--- config.mk ---
export PLATFORM = sky130hd
export DESIGN_NAME = prog_loader
export DESIGN_NICKNAME = d
export VERILOG_FILES = /design/src/rtl/prog_loader.sv
export SDC_FILE = /design/constraint.sdc
export NUM_CORES = 1
export LEC_CHECK = 0
export ABC_AREA = 1
export BUFFER_PORTS_ARGS = -buffer_cell sky130_fd_sc_hd__buf_2
export CORE_MARGIN = 5
export CORE_UTILIZATION = 25
export DETAILED_ROUTE_END_ITERATION = 8
export PLACE_DENSITY = 0.41
export SLEW_MARGIN = 10
export SYNTH_ARGS = -nofsm -noshare
export SYNTH_HDL_FRONTEND = slang
export SYNTH_SLANG_ARGS = --single-unit
export TNS_END_PERCENT = 1
--- constraint.sdc ---
create_clock -name CLK -period 4.2 [get_ports CLK]
set_input_delay 0.42 -clock CLK [delete_from_list [all_inputs] [get_ports CLK]]
set_output_delay 0.42 -clock CLK [all_outputs]
set_load 0.005 [all_outputs]
--- src/rtl/prog_loader.sv ---
// Program loader: encodes instruction fields from a valid/ready stream into
// 9-bit words and writes them to consecutive instruction-memory addresses.
module prog_loader #(
    parameter int IW = 9,
    parameter int AW = 10
) (
    input  logic          CLK,
    input  logic          Reset_n,
    input  logic          Start,
    input  logic          InValid,
    output logic          InReady,
    input  logic          InType,
    input  logic [3:0]    InOp,
    input  logic [7:0]    InArg,
    output logic          WrEn,
    output logic [AW-1:0] WrAddr,
    output logic [IW-1:0] WrData,
    output logic          Busy,
    output logic          Done,
    output logic          Error,
    output logic [1:0]    ErrCode,
    output logic [AW:0]   Count
);

    typedef enum logic [1:0] {IDLE, LOAD, DONE, ERROR} stateT;

    // Count value at which memory is full; the next word is an overflow.
    localparam logic [AW:0] FULL = {1'b1, {AW{1'b0}}};

    localparam logic [1:0] ERR_NONE    = 2'd0;
    localparam logic [1:0] ERR_ILLEGAL = 2'd1;
    localparam logic [1:0] ERR_OPERAND = 2'd2;
    localparam logic [1:0] ERR_OVERFL  = 2'd3;

    stateT          state, nextState;
    logic           xfer, accept, isHalt, startLoad;
    logic [1:0]     errDetect;
    logic [IW-1:0]  wordData;

    // NOTE: every always_comb output gets a default first so no path can
    // leave a signal unassigned and infer a latch.
    always_comb begin
        errDetect = ERR_NONE;
        if (Count == FULL)
            errDetect = ERR_OVERFL;
        else if (!InType && InOp == 4'hF)
            errDetect = ERR_ILLEGAL;
        else if (!InType && InArg[7:4] != 4'h0)
            errDetect = ERR_OPERAND;
    end

    assign wordData  = InType ? {1'b1, InArg} : {1'b0, InOp, InArg[3:0]};
    assign isHalt    = !InType && InOp == 4'hE;
    assign xfer      = InValid && state == LOAD;
    assign accept    = xfer && errDetect == ERR_NONE;
    assign startLoad = Start && state != LOAD;

    always_ff @(posedge CLK or negedge Reset_n) begin
        if (!Reset_n)
            state <= IDLE;
        else
            state <= nextState;
    end

    always_comb begin
        nextState = state;
        InReady   = 1'b0;
        Busy      = 1'b0;
        Done      = 1'b0;
        Error     = 1'b0;
        case (state)
            IDLE, DONE, ERROR: begin
                if (Start)
                    nextState = LOAD;
            end
            LOAD: begin
                if (xfer) begin
                    if (errDetect != ERR_NONE)
                        nextState = ERROR;
                    else if (isHalt)
                        nextState = DONE;
                end
            end
            default: nextState = IDLE;
        endcase
        InReady = (state == LOAD);
        Busy    = (state == LOAD);
        Done    = (state == DONE);
        Error   = (state == ERROR);
    end

    // NOTE: sequential state uses non-blocking assignments so every register
    // samples pre-edge values regardless of statement order.
    always_ff @(posedge CLK or negedge Reset_n) begin
        if (!Reset_n) begin
            WrEn    <= 1'b0;
            WrAddr  <= '0;
            WrData  <= '0;
            Count   <= '0;
            ErrCode <= ERR_NONE;
        end else begin
            WrEn <= accept;
            if (accept) begin
                WrAddr <= Count[AW-1:0];
                WrData <= wordData;
                Count  <= Count + (AW+1)'(1);
            end
            if (xfer && errDetect != ERR_NONE)
                ErrCode <= errDetect;
            // The write address is the word count, so clearing Count also
            // rewinds the pointer to address 0.
            if (startLoad) begin
                Count   <= '0;
                ErrCode <= ERR_NONE;
            end
        end
    end

endmodule

---- Word level (Yosys, flattened, before mapping) ----
Cells that the tools add are included.
word-level totals
  bits in registers ....................... 35
  input bits .............................. 17
  word-level logic and storage cells ...... 46
operators by class
  add/subtract/negate cells ............... 1
  equal/unequal tests ..................... 10
  multiplexer cells ....................... 13
  reduce and logical (&&, ||, !) cells .... 16
operator list
  cell                                                    number
  two-way mux 11 bit                                      2
  two-way mux 2 bit                                       9
  adder 11 x 1 -> 11 bit (second input constant)          1
  == test 11 bit (second input constant)                  1
  two-way mux 9 bit                                       1
  == test 4 bit (second input constant)                   2
  logical AND 1 bit                                       7
  nonzero test 2 bit                                      3
  == test 2 bit (second input constant)                   2
  logical NOT 2 bit                                       2
  inequality test 2 x 1 -> 1 bit (second input constant)  2
  one-hot mux 2 bit (2 select lines)                      1
  nonzero test 4 bit                                      1
  inequality test 3 x 1 -> 1 bit (second input constant)  1
  AND reduction 3 bit                                     1
  OR reduction 3 bit                                      1
  == test 2 x 1 -> 1 bit (second input constant)          1
  inequality test 2 bit (second input constant)           1
  logical NOT 1 bit                                       1

---- Longest topological paths before layout ----
  word-level depth ........................ 9
  depth in mapped cells ................... 10

---- Worst setup path before layout ----
No wires, ideal clock.
  kind .................................... reg-to-reg
  start ................................... reg Count[0]
  end ..................................... reg Count[2]
  setup time .............................. 116 ps
  arrival ................................. 1408 ps
  slack ................................... 2676 ps
  stages on the path, launching flop included .. 10
  path buffers ............................ 1
  period minus slack after synthesis ...... 1524 ps
  cell sequence ........................... dfrtp_1 -> inv_1 -> ha_1 -> nand3_2 -> nor2_4 -> nor2_4 -> nand3_4 -> buf_6 -> nand3_1 -> nand2_2
on the way
  word-level cells in the longest chain between the ends .. 5
  elaborated cells on any way between the ends .. 8
ends and longest elaborated chain
  item                                                                            RTL line  source
  from (decl)                                                                     22        output logic [AW:0] Count
  from (signal assigned)                                                          106       Count <= Count + (AW+1)'(1);
  parallel branches: the longest is 5 deep, another holds adder 11 x 1 -> 11 bit  --
Several ways; the timed one is not identified. The select of a mux whose other input is x is not followed.
A chain may end at the register's enable or synchronous reset.

---- Worst setup path after layout ----
  start ................................... reg Count[0]
  end ..................................... reg Count[0]
The elaborated chain is that of the path after synthesis.

==> flow_metrics.py <==
metrics = {
    "timing": {
        "setup_viol": 0,
        "fin_skew_ns": 0.00895,
        "post-route-min-period_ns": 2.14,
        "finalHoldViolations": 0,
        "fmax_mhz": 468,
        "slew_headroom_pct": 46.7,
        "tns_ns": 0,
        "post-route-period-util_pct": 50.9,
        "rsz0062_at_grt": "no",
        "tightest_slew_ns": 0.799,
        "finalMaxSlewViolations": 0,
    },
    "routing": {
        "route.met3.wl_um": 170,
        "wl_per_cell_um": 12.2,
        "ant_nets": 0,
        "top_layer_used": "met4",
        "avgViaCountPerCell": 4.13,
        "wl_met1_mm": 2.33,
        "wl_mm": 4.80,
        "drtIter0Drc": 63,
        "drcViolationCount": 0,
        "drt-pass1-iter-count": 7,
        "vias": 1623,
        "routed-wl-met2_mm": 2.21,
    },
    "yosys": {
        "syn_inst": 240,
        "avgSynthCellArea_um2": 8.22,
        "synthTopCellsByArea": "dfrtp_1 (44%), nand2_1 (14%), nand2_2 (5.4%), nor2_1 (4.9%), nand3_1 (4.6%)",
        "synth_top_flop_cell": "dfrtp_1",
        "syn_nets": 259,
        "ys_warn_count": 0,
        "synth_area_mm2": 0.00197,
        "synth-edff-count": 0,
        "synth_most_common_cell": "nand2_1",
        "ys_types": 27,
        "synth-seq-area-share_pct": 44.4,
        "yosysTopAreaCellShare_pct": 44.4,
        "synth_commonest_cells": "nand2_1 (72), dfrtp_1 (35), nor2_1 (26)",
        "synth-seq-cells": 35,
        "synth_area_leader_cell": "dfrtp_1",
        "async_flop_share_pct": 100,
    },
    "status": {
        "status": "complete, no violations",
    },
    "clocking": {
        "tritoncts": "yes",
        "numCtsBuffers": 5,
        "htreeDepth": 2,
        "cts_resized": 0,
        "post_cts_buffers": 0,
        "clock_latency_ns": 0.29,
        "cts_num_sinks": 35,
        "cts.path.max_buffers": 2,
        "path_clk_slew_ns": 0.07,
        "postCtsHoldBufs": 0,
        "cts_root_buf": "clkbuf_8",
    },
    "min_path": {
        "hold_path_class": "input port to async pin",
    },
    "power": {
        "powerDensity_mw_per_mm2": 520,
        "peakVddDrop_uv": 140,
        "p_leak_uw": 0.00125,
    },
    "place": {
        "dpl.hpwl_mm": 3.51,
        "placed_cells": 385,
        "place.gp.congestion": 0.858,
        "postPlaceCellArea_mm2": 0.00226,
        "io_buffers": 53,
    },
    "final_layout": {
        "final_cell_count_no_fill": 393,
        "fin_util_pct": 30.9,
        "num_antenna_cells": 0,
        "finish.instance_area_mm2": 0.00238,
        "drive_above_1_share_pct": 34.7,
        "areaGrowthSynthToFinish_pct": 20.6,
        "fin_nets": 309,
    },
    "critical_path": {
        "worstSetupPathType": "flop to flop",
        "critPathTopFamily": "simple AND/OR/NAND/NOR gates",
        "cp.required_ns": 4.43,
        "slowest_delay_ns": 0.47,
        "worstPathMaxFanout": 44,
        "r2r_slack_ns": 2.06,
        "critPathBufInv": 1,
        "r2r_start": "Count[0]$_DFFE_PN0P_",
        "start_kind": "flop",
        "cp_slowest_cell": "dfrtp_1",
        "r2r-end": "Count[0]$_DFFE_PN0P_",
        "crit_chain": "inv_1, ha_1, nand3_2, nor2_4, nor2_4, nand3_4, nand2_4, nand2_1, nand2_1",
        "worst-endpoint-arrival_ns": 2.37,
        "ff2ff_path_depth": 9,
        "crit_path_end_kind": "flop",
    },
    "floorplan": {
        "die_w_um": 98.8,
        "initial_core_util_pct": 25.7,
        "ios": 54,
        "coreArea_mm2": 0.00769,
        "die_h_um": 98.8,
        "die_area_mm2": 0.00976,
        "row_count": 32,
    },
    "global_route": {
        "grt_overflow": 0,
        "antenna_found_initial": 0,
        "grt_util_all_layers_pct": 10.3,
        "grt_max_degree": 45,
        "grt_pass1_vias": 1622,
        "grt_pass1_wl_mm": 8.09,
    },
    "job": {
        "maxCapViolCount": 0,
    },
}
## flip-flops by register name (all words and copies together), names as in the netlist
signal	flops
Count	11
ErrCode	2
WrAddr	10
WrData	9
WrEn	1
state	2
## cells in the final DEF (no fill, tap or decap), drive strengths merged
cell type	count
nand2	90
buf	53
dfrtp	35
nor2	32
nand3	21
inv	18
o21ai	15
clkbuf	6
a21oi	4
xor2	4
mux2i	3
nor3	3
nand4	2
ha	2
clkinv	2
bufinv	1
## power by group
group | switching (uW) | total [uW] | internal (uW)
Combinational | 259 | 424 | 165
Sequential | 71.3 | 495 | 423
Clock | 125 | 317 | 192
Total | 456 | 1240 | 780
## per-layer routing
layer / vias up / GRT usage (%)
li1: 851 / -
met5: - / 0
met3: 6 / 2.55
met2: 26 / 15.9
met1: 740 / 13.8
met4: 0 / 4.41
## cells by family after synthesis
kind of cell	synth area share, %
AND/OR/NAND/NOR	35.4
flip-flops	44.4
buffers and inverters	8.88
AO/OA/AOI/OAI	6.73
XOR/XNOR	1.78
multiplexers	1.52
adder cells (fa/ha/maj)	1.27
## metrics by stage
step	total power (uW)	hold slack [ns]	setup WS [ns]
after floorplan	808	0.124	2.68
after global placement	943	0.466	2.12
after detailed placement	939	0.463	2.06
after CTS	1270	0.244	2.04
after global routing	1340	0.292	1.84
final	1240	0.204	2.06
## worst max-delay path by stage
| stage | slack (ns) | cells after the start | end | start |
|---|---|---|---|---|
| after CTS | 2.04 | 9 | Count[0]$_DFFE_PN0P_ | Count[0]$_DFFE_PN0P_ |
| after floorplan | 2.68 | 9 | Count[2]$_DFFE_PN0P_ | Count[0]$_DFFE_PN0P_ |
| final | 2.06 | 9 | Count[0]$_DFFE_PN0P_ | Count[0]$_DFFE_PN0P_ |
| after global placement | 2.12 | 9 | Count[0]$_DFFE_PN0P_ | Count[0]$_DFFE_PN0P_ |
| after detailed placement | 2.06 | 9 | Count[0]$_DFFE_PN0P_ | Count[0]$_DFFE_PN0P_ |
| after global routing | 1.84 | 9 | Count[0]$_DFFE_PN0P_ | Count[0]$_DFFE_PN0P_ |
## layout make-up
cell class / instances / area, um^2
Fill cell: 853 / 5310
Multi-Input combinational cell: 176 / 921
Sequential cell: 35 / 876
Timing Repair Buffer: 53 / 265
Tap cell: 102 / 128
Clock buffer: 6 / 82.6
Inverter: 19 / 71.3
Clock inverter: 2 / 35.0
Power figures use the tool's default switching activity.
